## config.mk

```make
export PLATFORM = sky130hd
export DESIGN_NAME = if_id_queue_flat
export DESIGN_NICKNAME = d
export VERILOG_FILES = /design/src/rtl/if_id_queue_if.sv /design/src/rtl/if_id_queue.sv /design/src/flat_wrapper.sv
export SDC_FILE = /design/constraint.sdc
export NUM_CORES = 1
export LEC_CHECK = 0
export BUFFER_PORTS_ARGS = -buffer_cell sky130_fd_sc_hd__clkbuf_2
export CAP_MARGIN = 10
export CELL_PAD_IN_SITES_DETAIL_PLACEMENT = 0
export CELL_PAD_IN_SITES_GLOBAL_PLACEMENT = 1
export CORE_MARGIN = 2
export CORE_UTILIZATION = 45
export CTS_CLUSTER_SIZE = 16
export DETAILED_ROUTE_END_ITERATION = 12
export GPL_ROUTABILITY_DRIVEN = 0
export GPL_TIMING_DRIVEN = 0
export PLACE_DENSITY = 0.84
export SETUP_SLACK_MARGIN = 0.4
export SLEW_MARGIN = 30
export SYNTH_ARGS = -nofsm -noshare
export SYNTH_HDL_FRONTEND = slang
export SYNTH_SLANG_ARGS = --single-unit
```

## constraint.sdc

```tcl
create_clock -name clk -period 10 [get_ports clk]
set_input_delay 3 -clock clk [delete_from_list [all_inputs] [get_ports clk]]
set_output_delay 3 -clock clk [all_outputs]
set_load 0.02 [all_outputs]
```

## src/rtl/if_id_queue_if.sv

```systemverilog
// Fetch-to-decode queue bus: fetch push side, decode pop side, redirect flush and fill level.
interface if_id_queue_if #(
  parameter int unsigned DEPTH   = 2,
  parameter int unsigned PC_W    = 32,
  parameter int unsigned INSTR_W = 32
);
  localparam int unsigned CNT_W = $clog2(DEPTH) + 1;

  logic               if_valid;
  logic [PC_W-1:0]    if_pc;
  logic [INSTR_W-1:0] if_instr;
  logic               if_take;
  logic               if_ready;
  logic               id_valid;
  logic [PC_W-1:0]    id_pc;
  logic [INSTR_W-1:0] id_instr;
  logic               id_take;
  logic               id_ready;
  logic               flush;
  logic [CNT_W-1:0]   occupancy;

  // Pipeline side (fetch, decode, redirect control)
  modport master (
    output if_valid, if_pc, if_instr, if_take, id_ready, flush,
    input  if_ready, id_valid, id_pc, id_instr, id_take, occupancy
  );

  // Queue side
  modport slave (
    input  if_valid, if_pc, if_instr, if_take, id_ready, flush,
    output if_ready, id_valid, id_pc, id_instr, id_take, occupancy
  );
endinterface

```

## src/rtl/if_id_queue.sv

```systemverilog
// IF/ID decoupling queue: show-ahead FIFO between fetch and decode, cleared on redirect,
// presenting a NOP bubble to decode whenever no valid entry is available.
module if_id_queue #(
  parameter int unsigned DEPTH   = 2,
  parameter int unsigned PC_W    = 32,
  parameter int unsigned INSTR_W = 32
) (
  input  logic         clk,
  input  logic         rst_n,
  if_id_queue_if.slave bus
);
  localparam int unsigned PTR_W = $clog2(DEPTH);
  localparam int unsigned CNT_W = PTR_W + 1;
  localparam logic [INSTR_W-1:0] INSTR_NOP = INSTR_W'(32'h0000_0013);

  logic [PC_W-1:0]    pc_mem    [DEPTH];
  logic [INSTR_W-1:0] instr_mem [DEPTH];
  logic [DEPTH-1:0]   take_mem;

  logic [PTR_W-1:0] rd_ptr_q, rd_ptr_d;
  logic [PTR_W-1:0] wr_ptr_q, wr_ptr_d;
  logic [CNT_W-1:0] count_q, count_d;

  logic empty;
  logic full;
  logic head_valid;
  logic push;
  logic pop;

  // Handshake qualifiers; only flush reaches the decode side combinationally
  always_comb begin
    empty      = (count_q == '0);
    full       = (count_q == CNT_W'(DEPTH));
    head_valid = ~empty & ~bus.flush;
    push       = bus.if_valid & ~full & ~bus.flush;
    pop        = head_valid & bus.id_ready;
  end

  assign bus.if_ready  = ~full;
  assign bus.id_valid  = head_valid;
  assign bus.id_pc     = head_valid ? pc_mem[rd_ptr_q]    : '0;
  assign bus.id_instr  = head_valid ? instr_mem[rd_ptr_q] : INSTR_NOP;
  assign bus.id_take   = head_valid & take_mem[rd_ptr_q];
  assign bus.occupancy = count_q;

  // Pointer/count next state; a redirect discards everything in flight
  always_comb begin
    rd_ptr_d = rd_ptr_q;
    wr_ptr_d = wr_ptr_q;
    count_d  = count_q;
    if (bus.flush) begin
      rd_ptr_d = '0;
      wr_ptr_d = '0;
      count_d  = '0;
    end else begin
      if (push) begin
        wr_ptr_d = wr_ptr_q + PTR_W'(1);
      end
      if (pop) begin
        rd_ptr_d = rd_ptr_q + PTR_W'(1);
      end
      case ({push, pop})
        2'b10:   count_d = count_q + CNT_W'(1);
        2'b01:   count_d = count_q - CNT_W'(1);
        default: count_d = count_q;
      endcase
    end
  end

  always_ff @(posedge clk or negedge rst_n) begin
    if (!rst_n) begin
      rd_ptr_q <= '0;
      wr_ptr_q <= '0;
      count_q  <= '0;
    end else begin
      rd_ptr_q <= rd_ptr_d;
      wr_ptr_q <= wr_ptr_d;
      count_q  <= count_d;
    end
  end

  // Entry storage is unreset; it is only visible while count is non-zero
  always_ff @(posedge clk) begin
    if (push) begin
      pc_mem[wr_ptr_q]    <= bus.if_pc;
      instr_mem[wr_ptr_q] <= bus.if_instr;
      take_mem[wr_ptr_q]  <= bus.if_take;
    end
  end

  a_no_underflow: assert property (@(posedge clk) disable iff (!rst_n) !(pop && empty));
  a_no_overflow:  assert property (@(posedge clk) disable iff (!rst_n) !(push && full));

endmodule

```

## src/flat_wrapper.sv

```systemverilog
// flat-port wrapper written by rule: the top's interface ports become plain ports
module if_id_queue_flat 
#(
  parameter int unsigned DEPTH   = 2,
  parameter int unsigned PC_W    = 32,
  parameter int unsigned INSTR_W = 32
)
  (clk, rst_n, bus_if_valid, bus_if_pc, bus_if_instr, bus_if_take, bus_id_ready, bus_flush, bus_if_ready, bus_id_valid, bus_id_pc, bus_id_instr, bus_id_take, bus_occupancy);
  if_id_queue_if #(.DEPTH(DEPTH), .PC_W(PC_W), .INSTR_W(INSTR_W)) bus_i ();
  input  logic clk;
  input  logic rst_n;
  input wire logic [$bits(bus_i.if_valid)-1:0] bus_if_valid;
  input wire logic [$bits(bus_i.if_pc)-1:0] bus_if_pc;
  input wire logic [$bits(bus_i.if_instr)-1:0] bus_if_instr;
  input wire logic [$bits(bus_i.if_take)-1:0] bus_if_take;
  input wire logic [$bits(bus_i.id_ready)-1:0] bus_id_ready;
  input wire logic [$bits(bus_i.flush)-1:0] bus_flush;
  output wire logic [$bits(bus_i.if_ready)-1:0] bus_if_ready;
  output wire logic [$bits(bus_i.id_valid)-1:0] bus_id_valid;
  output wire logic [$bits(bus_i.id_pc)-1:0] bus_id_pc;
  output wire logic [$bits(bus_i.id_instr)-1:0] bus_id_instr;
  output wire logic [$bits(bus_i.id_take)-1:0] bus_id_take;
  output wire logic [$bits(bus_i.occupancy)-1:0] bus_occupancy;
  assign bus_i.if_valid = bus_if_valid;
  assign bus_i.if_pc = bus_if_pc;
  assign bus_i.if_instr = bus_if_instr;
  assign bus_i.if_take = bus_if_take;
  assign bus_i.id_ready = bus_id_ready;
  assign bus_i.flush = bus_flush;
  assign bus_if_ready = bus_i.if_ready;
  assign bus_id_valid = bus_i.id_valid;
  assign bus_id_pc = bus_i.id_pc;
  assign bus_id_instr = bus_i.id_instr;
  assign bus_id_take = bus_i.id_take;
  assign bus_occupancy = bus_i.occupancy;
  if_id_queue #(.DEPTH(DEPTH), .PC_W(PC_W), .INSTR_W(INSTR_W)) u_core (.clk(clk), .rst_n(rst_n), .bus(bus_i));
endmodule
```

# ---- Word level (Yosys, flattened, before mapping)
# Memory sizes are Yosys's and may differ from the RTL's.
# Index checks and enable logic that the tools add are counted.
dict set report classes {
  bitwise_logic 8
  n_shift 0
  reduce_logical 5
  n_mux 15
  addsub 4
  n_mul 0
  div 0
  order_cmp 3
  n_eq_ne 3
}
# op n
set ops {}
lappend ops {{32-bit 2-to-1 mux} 2}
lappend ops {{1-bit 2-to-1 mux} 9}
lappend ops {{1-bit bitwise AND} 5}
lappend ops {{2-bit equality test, second input constant} 2}
lappend ops {{1-bit by 2-bit < comparator with 1-bit output, second input constant} 2}
lappend ops {{2-bit case mux with 2 select lines} 1}
lappend ops {{2-bit nonzero test} 2}
lappend ops {{1-bit inverter} 3}
lappend ops {{3-bit nonzero test} 1}
lappend ops {{1-bit adder, second input constant} 2}
lappend ops {{2-bit by 1-bit adder with 2-bit output, second input constant} 1}
lappend ops {{2-bit bitwise mux} 1}
lappend ops {{2-bit by 1-bit equality test with 1-bit output, second input constant} 1}
lappend ops {{2-bit zero test} 1}
lappend ops {{2-bit 2-to-1 mux} 1}
lappend ops {{2-bit by 1-bit subtractor with 2-bit output, second input constant} 1}
lappend ops {{1-bit demux with 1-bit select} 1}
lappend ops {{1-bit >= comparator, second input constant} 1}
lappend ops {{1-bit logical AND} 1}
dict set report word_totals {
  wordCells 44
  mem_bits_rw 128
  latch_bits 0
  input_bits 70
  memories 2
  register_bits 6
  romBits 0
  out_inout_bits 69
}
# name words word_bits read_ports rd_clocked_by_memory_dff wr line_no
set mem_list {}
lappend mem_list {u_core.instr_mem 2 32 1 0 1 if_id_queue.sv:17} ;# logic [INSTR_W-1:0] instr_mem [DEPTH];
lappend mem_list {u_core.pc_mem 2 32 1 0 1 if_id_queue.sv:16} ;# logic [PC_W-1:0] pc_mem [DEPTH];

# ---- Logic depth before layout (Yosys ltp)
dict set report logic_depth {
  word_depth 7
  ltp_mapped 5
  depth_no_buf 4
}

# ---- Worst setup path before layout
# OpenSTA, ideal clock, no wires.
dict set report synth_path {
  path_kind {input -> register}
  startpoint {input port bus_if_valid}
  endpoint {memory u_core.instr_mem[1][0], enable pin}
  n_path_buf 0
  arrival_time_ns 7.824
  path_stages 2
  slack_ns 1.595
  t_required_ns 9.419
  cell_sequence {nand2_1 > nor3b_1}
}
dict set report synth_via {
  elab_chain_cells 4
}
# element line_no
set synth_lines {}
lappend synth_lines {{start: declaration} flat_wrapper.sv:12} ;# input wire logic [$bits(bus_i.if_valid)-1:0] bus_if_valid;
lappend synth_lines {{1-bit bitwise AND (2 in series)} if_id_queue.sv:35} ;# push = bus.if_valid & ~full & ~bus.flush;
lappend synth_lines {{1-bit 2-to-1 mux} if_id_queue.sv:84} ;# if (push) begin
lappend synth_lines {{1-bit 2-to-1 mux (not written as such)} if_id_queue.sv:86} ;# instr_mem[wr_ptr_q] <= bus.if_instr;
lappend synth_lines {{end: declaration} if_id_queue.sv:17}
# Every way passes these cells.

# ---- Final worst setup path
dict set report layout_path {
  startpoint {input port bus_flush}
  endpoint {output port bus_id_instr[21]}
}
dict set report layout_via {
  elab_chain_cells 3
}
# element line_no
set layout_lines {}
lappend layout_lines {{start: declaration} flat_wrapper.sv:17} ;# input wire logic [$bits(bus_i.flush)-1:0] bus_flush;
lappend layout_lines {{1-bit inverter} if_id_queue.sv:34} ;# head_valid = ~empty & ~bus.flush;
lappend layout_lines {{1-bit bitwise AND} if_id_queue.sv:34}
lappend layout_lines {{32-bit 2-to-1 mux} if_id_queue.sv:42} ;# assign bus.id_instr = head_valid ? instr_mem[rd_ptr_q] : INSTR_NOP;
lappend layout_lines {{end: declaration} flat_wrapper.sv:21} ;# output wire logic [$bits(bus_i.id_instr)-1:0] bus_id_instr;
# Every way passes these cells.

==> metrics.txt <==
number of port buffers=138; Core Area=11,320 um2; Post-synth EDFFs=130; max incr delay on CP=0.26 ns; clock latency on the worst-skew pair=0.41 ns; Power per Cell Area=199.7 nW/um2; Clock Skew=0.01096 ns; Via Count=3,055; hold_sp=u_core.wr_ptr_q; status=finished, final reports clean; clock transition at the registers of the reported paths=0.05 ns; Final setup viols=0; Max clock buf depth=2; RSZ-0062 raised after global routing=no; Critical Path Slowest Stage Cell=or2_1; Tcrit/Tclk final=71.19%; Clock power frac=42.8%; antenna violations before repair=0; effective utilization at floorplan=45.77%; Placed Cells=600; post-synthesis cell count=303; Hold WS=0.6001 ns; ant diodes=0; Area Overhead vs Synth=29.90%; H-tree depth=4; Via-to-Cell Ratio=4.834; vias in the first global route=2,987; R2R Path Start=u_core.bus.occupancy[1]; clock sink count=134; crit path from=bus_flush; most common cell in the netlist=edfxtp_1; post-CTS setup buffers=0; final critical-path required period=7.119 ns; Pint=1.052 mW; critical-path cell list=clkbuf_2 -> or2_1 -> buf_6 -> buf_6 -> nor2_1 -> clkbuf_2; Worst EP arrival=4.12 ns; Wirelength per Cell=15.08 um; Final Hold Vio Count=0; Max Slew Vio Count=0; I/O Pins=139; hpwl dp=6819 um; P_sw=0.2916 mW; post-synthesis register bit count=134; dominant cell type by area after synthesis=edfxtp_1; VDD IR max=125.6 uV; Non-Filler Instances=632; synth unique cells=22; row count=39; Max Freq=140.5 MHz; top cells by area, synth=edfxtp_1 75%, mux2i_1 13%, nor2_1 4.3%; First-pass DRT Iterations=4; critical path endpoint category=output pin; Hold Buf Count CTS=0; Area after DPL=6181 um2; cell area after layout=6730 um2; Combinational Power Share=9.2%; Top Family by Delay on Critical Path=buffers and inverters; Post-DRT Antenna Nets=0; overall global routing resource usage=15.71%; first-pass GRT wire length=14,770 um; GRT Residual Overflow=0; Post-synth top cells=130 x edfxtp_1, 66 x mux2i_1, 59 x nor2_1; max_slew headroom=63.18%; Buf/Inv on CP=4; Ys Warns=0; Root Buffer=clkbuf_16; Post-Syn Area=5181 um2; Die W=111.3 um; Total Power=1.344 mW; Reg power frac=48.0%; main flop type after synthesis=edfxtp_1; Switching Share=21.70%; CP max FO=10; syn avg cell area=17.10 um2; Max Cap Viol=0; die area=12,390 um2; worst hold path class=flip-flop to flip-flop; Final nets=546; CTS Buf Count=17; register area share after synthesis=77.28%; Synth top area share=75.34%; worst path required time=7.00 ns; Crit Path Class=input pin to output pin; final wirelength=9532 um; worst slew pin tran=0.5493 ns; number of gates resized after CTS=0; Initial DRC Count=115; Mapped Nets=373; leakage=2.605 nW; final core occ=59.45%; Die Y=111.3 um; DRC viols=0; TritonCTS clock tree=yes; layout cell share with drive strength beyond 1=41.31%; largest net degree at the start of global routing=17; share of flip-flops with an asynchronous set or reset=2.985%; startpoint types=input pin
-- per-layer routing --
metal,vias to the layer above,global-route usage (%),routed length (um)
met5,-,0,0
met4,0,6.914,182
met3,13,5.303,509
met2,85,25.85,4889
met1,1475,18.98,3949
li1,1482,-,-
-- area by class of cell --
cell class	count	area [um2]
buffer	15	131.4
multi-input combinational	151	1045
clock inverter	11	108.9
tap	143	178.9
timing repair buffer	154	810.8
clock buffer	21	440.4
inverter	3	11.26
sequential	134	4004
fill	899	4591
-- through the flow --
step | setup slack [ns] | setup TNS, ns
2_1_floorplan | 1.595 | 0
4_1_cts | 2.915 | 0
6_report | 2.881 | 0
5_1_grt | 2.883 | 0
3_3_place_gp | -0.9919 | -94.65
3_5_place_dp | 2.924 | 0
-- power by group through the flow --
stage | combinational, mW | sequential [mW] | clock (mW)
6_report | 0.124 | 0.645 | 0.575
5_1_grt | 0.134 | 0.646 | 0.614
4_1_cts | 0.126 | 0.645 | 0.585
3_5_place_dp | 0.126 | 0.656 | 0
3_3_place_gp | 0.118 | 0.660 | 0
2_1_floorplan | 0.0757 | 0.659 | 0
-- flip-flops by register name, summed over array words and instances, names as in the netlist --
register and flops:
u_core.wr_ptr_q 1, u_core.pc_mem 64, u_core.instr_mem 64, u_core.take_mem 2
u_core.bus.occupancy 2, u_core.rd_ptr_q 1
-- logic make-up after synthesis --
group	after synthesis	synth area share (%)
flops	134	77.28
simple gates	76	6.182
mux	66	12.75
buf+inv	18	2.753
compound gates	8	0.8695
xor+xnor	1	0.1691
-- cell usage in the layout (no fill, tap or decap), drive strengths merged --
cell type,Yosys,routed
clkbuf,0,159
nand2,4,4
nor3,1,1
dfrtp,4,4
mux2i,66,66
bufinv,0,2
a21oi,4,4
nor2,64,64
clkinvlp,0,3
nor3b,2,2
edfxtp,130,130
nor2b,1,1
nand3b,1,1
xor2,1,1
or2,2,2
buf,15,31
o211ai,1,1
inv,3,3
o21ai,2,2
a21o,1,1
or3,1,1
clkinv,0,6
-- tightest hold or removal path, stage by stage (launching register included) --
cell and delay [ns]:
dfrtp_1 0.40, o21ai_0 0.09, a21oi_1 0.06
-- path summary, 6_finish.rpt --
path	endpoint	slack, ns	depth (start not counted)
setup / recovery	bus_id_instr[21]	2.88	6
hold / removal	u_core.wr_ptr_q	0.60	2
setup reg to reg	u_core.pc_mem[1][7]	7.76	7
hold reg to reg	u_core.wr_ptr_q	0.60	2
max in group asynchronous	u_core.rd_ptr_q	7.49	1
min in group asynchronous	u_core.bus.occupancy[0]	2.39	1
No activity file was read; power rests on OpenSTA's default activity.
